[config.mk]
export PLATFORM = sky130hd
export DESIGN_NAME = lpc_synth_iir
export DESIGN_NICKNAME = d
export VERILOG_FILES = /design/src/rtl/lpc_pkg.sv /design/src/rtl/lpc_coef_bank.sv /design/src/rtl/lpc_synth_iir.sv
export SDC_FILE = /design/constraint.sdc
export NUM_CORES = 2
export LEC_CHECK = 0
export BUFFER_PORTS_ARGS = -buffer_cell sky130_fd_sc_hd__buf_4
export CAP_MARGIN = 20
export CORE_ASPECT_RATIO = 1.2
export CORE_UTILIZATION = 58
export CTS_BUF_LIST = sky130_fd_sc_hd__clkbuf_4
export DETAILED_ROUTE_END_ITERATION = 12
export GPL_TIMING_DRIVEN = 0
export PLACE_DENSITY = 0.84
export SLEW_MARGIN = 20
export SYNTH_ARGS = -nofsm -noshare
export SYNTH_HDL_FRONTEND = slang
export SYNTH_SLANG_ARGS = --single-unit
[constraint.sdc]
create_clock -name clk -period 17.14 [get_ports clk]
set_input_delay 0.857 -clock clk [delete_from_list [all_inputs] [get_ports clk]]
set_output_delay 0.857 -clock clk [all_outputs]
set_load 0.01 [all_outputs]
[src/rtl/lpc_pkg.sv]
// Shared types and helpers for the LPC all-pole synthesis filter.
package lpc_pkg;

  localparam int ORDER_DEF = 10;
  localparam int W_DEF     = 16;
  localparam int CW_DEF    = 16;
  localparam int FRAC_DEF  = 13;

  typedef enum logic [1:0] {
    ST_IDLE,
    ST_MAC,
    ST_RND,
    ST_OUT
  } state_t;

  function automatic int acc_w(input int w, input int cw, input int order);
    return w + cw + $clog2(order) + 2;
  endfunction

  // A single-tap filter still needs a one-bit index.
  function automatic int addr_w(input int order);
    return (order > 1) ? $clog2(order) : 1;
  endfunction

  function automatic logic signed [63:0] sat_narrow(input logic signed [63:0] v, input int w);
    logic signed [63:0] hi;
    logic signed [63:0] lo;
    hi = (64'sd1 <<< (w - 1)) - 64'sd1;
    lo = -(64'sd1 <<< (w - 1));
    if (v > hi) return hi;
    else if (v < lo) return lo;
    else return v;
  endfunction

endpackage

[src/rtl/lpc_coef_bank.sv]
// Double-buffered coefficient store: shadow bank written freely, copied to the
// active bank only while the filter is idle.
module lpc_coef_bank
  import lpc_pkg::*;
#(
  parameter int ORDER = ORDER_DEF,
  parameter int CW    = CW_DEF,
  parameter int AW    = addr_w(ORDER_DEF)
) (
  input  logic          clk,
  input  logic          rst,
  input  logic          i_we,
  input  logic [AW-1:0] i_addr,
  input  logic [CW-1:0] i_data,
  input  logic          i_swap,
  input  logic          i_idle,
  input  logic [AW-1:0] i_rd_idx,
  output logic [CW-1:0] o_rd_coef
);

  logic [CW-1:0] r_shadow [ORDER];
  logic [CW-1:0] r_active [ORDER];
  logic          r_swap_pend;
  logic          w_copy;

  assign w_copy    = i_idle && (r_swap_pend || i_swap);
  assign o_rd_coef = r_active[i_rd_idx];

  always_ff @(posedge clk or posedge rst) begin
    if (rst) begin
      // NOTE: both banks are register arrays that must read as zero after reset
      // (passthrough filter), so every entry is cleared; a RAM could not be.
      for (int i = 0; i < ORDER; i++) begin
        r_shadow[i] <= '0;
        r_active[i] <= '0;
      end
      r_swap_pend <= 1'b0;
    end else begin
      if (i_we && (int'(i_addr) < ORDER)) r_shadow[i_addr] <= i_data;
      // NOTE: non-blocking assignment makes the copy read the shadow value from
      // before this cycle's write, so a write and swap to one address take the old value.
      if (w_copy) begin
        r_active    <= r_shadow;
        r_swap_pend <= 1'b0;
      end else if (i_swap) begin
        r_swap_pend <= 1'b1;
      end
    end
  end

endmodule

[src/rtl/lpc_synth_iir.sv]
// All-pole LPC synthesis filter with one time-multiplexed MAC.
// Define SYNTH_SAT_EN to clamp the output and enable the sticky sat_flag.
module lpc_synth_iir
  import lpc_pkg::*;
#(
  parameter  int ORDER = ORDER_DEF,
  parameter  int W     = W_DEF,
  parameter  int CW    = CW_DEF,
  parameter  int FRAC  = FRAC_DEF,
  localparam int AW    = addr_w(ORDER),
  localparam int ACC_W = acc_w(W, CW, ORDER)
) (
  input  logic          clk,
  input  logic          rst,
  input  logic          in_valid,
  output logic          in_ready,
  input  logic [W-1:0]  in_data,
  input  logic          coef_we,
  input  logic [AW-1:0] coef_addr,
  input  logic [CW-1:0] coef_data,
  input  logic          coef_swap,
  input  logic          clr_hist,
  output logic          out_valid,
  input  logic          out_ready,
  output logic [W-1:0]  out_data,
  output logic          busy,
  output logic          sat_flag
);

  localparam logic signed [ACC_W-1:0] RND_HALF = ACC_W'(1) <<< (FRAC - 1);

  state_t                    r_state;
  logic signed [ACC_W-1:0]   r_acc;
  logic        [AW-1:0]      r_k;
  logic signed [W-1:0]       r_hist [ORDER];
  logic        [W-1:0]       r_out_data;
  logic                      r_out_valid;
  logic                      r_in_ready;
  logic                      r_busy;
  logic        [CW-1:0]      w_coef;
  logic signed [W+CW-1:0]    w_prod;
  logic signed [ACC_W-1:0]   w_prod_ext;
  logic signed [ACC_W-1:0]   w_x_ext;
  logic signed [ACC_W-1:0]   w_rnd;

  lpc_coef_bank #(
    .ORDER (ORDER),
    .CW    (CW),
    .AW    (AW)
  ) u_coef_bank (
    .clk       (clk),
    .rst       (rst),
    .i_we      (coef_we),
    .i_addr    (coef_addr),
    .i_data    (coef_data),
    .i_swap    (coef_swap),
    .i_idle    (r_state == ST_IDLE),
    .i_rd_idx  (r_k),
    .o_rd_coef (w_coef)
  );

  // r_k indexes tap k-1: hist[0] holds y[n-1], matched with a_1.
  assign w_prod     = (W+CW)'(r_hist[r_k]) * (W+CW)'($signed(w_coef));
  assign w_prod_ext = ACC_W'(w_prod);
  assign w_x_ext    = ACC_W'($signed(in_data));
  assign w_rnd      = (r_acc + RND_HALF) >>> FRAC;

  assign in_ready  = r_in_ready;
  assign out_valid = r_out_valid;
  assign out_data  = r_out_data;
  assign busy      = r_busy;

`ifdef SYNTH_SAT_EN
  logic r_sat;
  assign sat_flag = r_sat;
`else
  assign sat_flag = 1'b0;
`endif

  always_ff @(posedge clk or posedge rst) begin
    if (rst) begin
      r_state     <= ST_IDLE;
      r_acc       <= '0;
      r_k         <= '0;
      r_out_data  <= '0;
      r_out_valid <= 1'b0;
      r_in_ready  <= 1'b1;
      r_busy      <= 1'b0;
      for (int i = 0; i < ORDER; i++) r_hist[i] <= '0;
`ifdef SYNTH_SAT_EN
      r_sat       <= 1'b0;
`endif
    end else begin
      case (r_state)
        ST_IDLE: begin
          // Clearing and accepting may coincide; the new sample then sees zero history.
          if (clr_hist) begin
            for (int i = 0; i < ORDER; i++) r_hist[i] <= '0;
          end
          if (in_valid) begin
            r_acc      <= w_x_ext <<< FRAC;
            r_k        <= '0;
            r_state    <= ST_MAC;
            r_in_ready <= 1'b0;
            r_busy     <= 1'b1;
          end
        end
        ST_MAC: begin
          r_acc <= r_acc + w_prod_ext;
          if (r_k == AW'(ORDER - 1)) r_state <= ST_RND;
          else r_k <= r_k + AW'(1);
        end
        ST_RND: begin
`ifdef SYNTH_SAT_EN
          r_out_data <= W'(sat_narrow(64'(w_rnd), W));
          if (sat_narrow(64'(w_rnd), W) != 64'(w_rnd)) r_sat <= 1'b1;
`else
          r_out_data <= W'(64'(w_rnd));
`endif
          r_out_valid <= 1'b1;
          r_state     <= ST_OUT;
        end
        ST_OUT: begin
          if (out_ready) begin
            r_hist[0] <= r_out_data;
            for (int i = 1; i < ORDER; i++) r_hist[i] <= r_hist[i-1];
            r_out_valid <= 1'b0;
            r_in_ready  <= 1'b1;
            r_busy      <= 1'b0;
            r_state     <= ST_IDLE;
          end
        end
        default: r_state <= ST_IDLE;
      endcase
    end
  end

endmodule

==> impl_metrics.tcl <==
set metrics [dict create \
    clockRootBuffer "clkbuf_4" \
    max_freq_mhz 106 \
    grt_use_total_pct 31.1 \
    regToRegEndpoint "r_acc[23]" \
    num_vias 24291 \
    dr.pass1.iters 12 \
    hold_buffers 1 \
    synth-seq-cells 535 \
    grt_pass1_wl_um 139000 \
    nFillCells 4158 \
    ys_seq_area_share_pct 40.2 \
    core_um2 56300 \
    place_area_um2 34700 \
    cts_setup_buffers 0 \
    fin_area_um2 36400 \
    routed_wl_um 87600 \
    grt_start_max_net_pins 110 \
    drc 3 \
    gp_congestion 0.977 \
    worst_pin_slew_ns 1.09 \
    cp_max_fo 10 \
    cts_resized 0 \
    synth_area_um2 33300 \
    min_from "out_ready" \
    io_pins 63 \
    period_minus_slack_ns 9.42 \
    crit_type "register to register" \
    r2r_cells 27 \
    rows 95 \
    hold_viol 0 \
    setup_viol 0 \
    cts_num_sinks 535 \
    wl_per_cell_um 21.5 \
    hold-path-endpoint "out_valid" \
    die_w_um 221 \
    clk_pin_slew_worst_paths_ns 0.07 \
    layout-drive-gt1-share_pct 20.9 \
    hold_depth 2 \
    io_buffers 44 \
    setup_tns_ns 0 \
    synth.avg_cell_area_um2 10.9 \
    cts_tree "built" \
    run_status "finished, violations left" \
    synth_top_area_share_pct 40.1 \
    synth_edf_count 0 \
    htree_num_levels 4 \
    violations "DRC" \
    dr.first_iter.drc_count 2170 \
    viasPerCell 5.96 \
    cap_violations 0 \
    post-dp-hpwl_um 65300 \
    rrSetupSlack_ns 7.72 \
    antenna_found_initial 2 \
    numCtsBuffers 138 \
    finalClockSkew_ns 0.0646 \
    ys_types 62 \
    grt_overflow 0 \
    slew_headroom_pct 27.6 \
    initial_utilization_pct 59.2 \
    clk_latency_ns 0.99 \
    critPathLaunchType "register" \
    fin_nets 3667 \
    ant_nets 0 \
    dieArea_um2 58400 \
    syn_nets 3477 \
    synth_ff_type "dfrtp_1" \
    yosysWarnings 0 \
    end_kind "register" \
    final-seq-area_um2 13400 \
    required_ns 17.98 \
    grt_pass1_vias 25708 \
    synth_area_leaders "dfrtp_1, fa_1, mux2_2" \
    die_height_um 265 \
    cts_buffer_depth 3 \
    yosysTopAreaCell "dfrtp_1" \
    slew_viol_final 0 \
    area_delta_synth_final_pct 9.09 \
    arrival_ns 10.27 \
    synth_cells 3070 \
    rsz0062_at_grt "no" \
    timing.final.crit_share_pct 55.0 \
    hold_path.class "input port to register" \
    multi_input_area_um2 17800 \
    synthArstFlopShare_pct 100 \
    rr_startpoint "r_k[1]" \
]
==> worst max path at each step <==
stage | startpoint | endpoint | slack [ns] | cells past startpoint
global route | r_k[1] | r_acc[23] | 7.55 | 27
finish | r_k[1] | r_acc[23] | 7.72 | 27
floorplan | rst | busy | 1.33 | 1
global placement | rst | r_acc[17] | -3.99 | 2
detailed placement | r_k[1] | r_acc[23] | 7.93 | 27
CTS | r_k[1] | r_acc[23] | 7.96 | 27
==> worst max-delay path, stage by stage (launching register included) <==
cell,delay (ns)
dfrtp_1,0.44
buf_2,0.29
clkbuf_1,0.73
clkbuf_1,0.61
mux4_2,0.41
a2bb2oi_1,0.64
buf_2,0.37
nor2_1,0.10
fa_1,0.51
inv_1,0.06
fa_1,0.50
fa_1,0.51
inv_1,0.05
fa_1,0.50
fa_1,0.50
inv_1,0.05
fa_1,0.47
inv_1,0.04
ha_1,0.34
a21oi_1,0.22
o21bai_1,0.09
a21o_1,0.19
a32oi_1,0.65
nor3_1,0.20
a211o_1,0.32
a21oi_1,0.20
xor2_1,0.22
a21oi_1,0.09
==> per-stage QoR <==
stage	cells	hold WS, ns	utilization [%]	setup WS (ns)
5_1_grt	4069	0.114	64.5	7.55
6_report	4073	0.118	64.5	7.72
4_1_cts	4067	0.0530	64.5	7.96
2_1_floorplan	3070	0.450	-	1.33
3_5_place_dp	3846	0.475	61.6	7.93
3_3_place_gp	3841	0.463	61.4	-3.99
==> layout by cell type, fill, tap and decap left out, drive strengths merged, types with 9 or more instances in the layout <==
cell	Yosys	routed
fa	266	266
a22o	9	9
a21oi	79	79
nand2	455	455
mux4	46	46
nor2	220	220
a31oi	11	11
clkinv	2	20
a2bb2oi	11	11
nand2b	20	20
buf	71	120
ha	98	98
xnor2	41	41
nor3	9	9
xor2	17	17
nand3	14	14
o21ai	190	190
mux2i	62	62
mux2	329	329
inv	345	350
a21o	10	10
o22ai	26	26
clkbuf	113	307
or2	9	9
dfrtp	534	534
==> routing by layer <==
layer	track usage [%]	up-vias	share of wire, %
met5	0	-	0
met4	21.8	0	6.9
met3	7.01	363	7.9
met2	51.8	1208	50
met1	35.8	12258	36
li1	-	10462	-
==> flip-flops by register name, summed over array words and instances (netlist names) <==
register,count
r_acc,29
u_coef_bank.r_active,160
in_ready,1
r_hist,160
out_data,16
r_k,4
r_state,2
u_coef_bank.r_shadow,160
out_valid,1
busy,1
u_coef_bank.r_swap_pend,1
==> cell type report <==
class,instances,share of cell area (%)
Clock inverter,26,0.410
Sequential cell,535,36.8
Buffer,184,2.30
Tap cell,727,2.50
Antenna cell,6,0.0413
Timing Repair Buffer,50,1.31
Clock buffer,194,4.01
Multi-Input combinational cell,2004,49.0
Inverter,347,3.60
==> cells in the mapped netlist, types with 26 or more instances <==
master      n
ha_1       98
a21oi_1    79
mux2i_1    62
fa_1      266
nor2_1    220
dfrtp_1   534
clkbuf_1  113
nand2_1   455
buf_1      27
mux2_2    329
inv_1     345
mux4_2     46
buf_2      28
o21ai_0   185
xnor2_1    41
o22ai_1    26
==> kinds of logic (layout without fill, tap and decap cells) <==
| kind of cell | count (synthesis) | count (layout) | synth area share [%] |
|---|---|---|---|
| AOI/OAI and AO/OA | 389 | 389 | 7.04 |
| buffers and inverters | 531 | 801 | 6.41 |
| DFF | 535 | 535 | 40.2 |
| adders and majority gates | 364 | 364 | 19.7 |
| xor gates and xnor gates | 58 | 58 | 1.52 |
| and+or+nand+nor | 755 | 755 | 9.09 |
| other | 1 | 7 | 0.0113 |
| muxes | 437 | 437 | 16.1 |
Power is left out: the tool's default activity adds up to more than one toggle a clock period on the data nets, which glitch-free logic cannot reach.
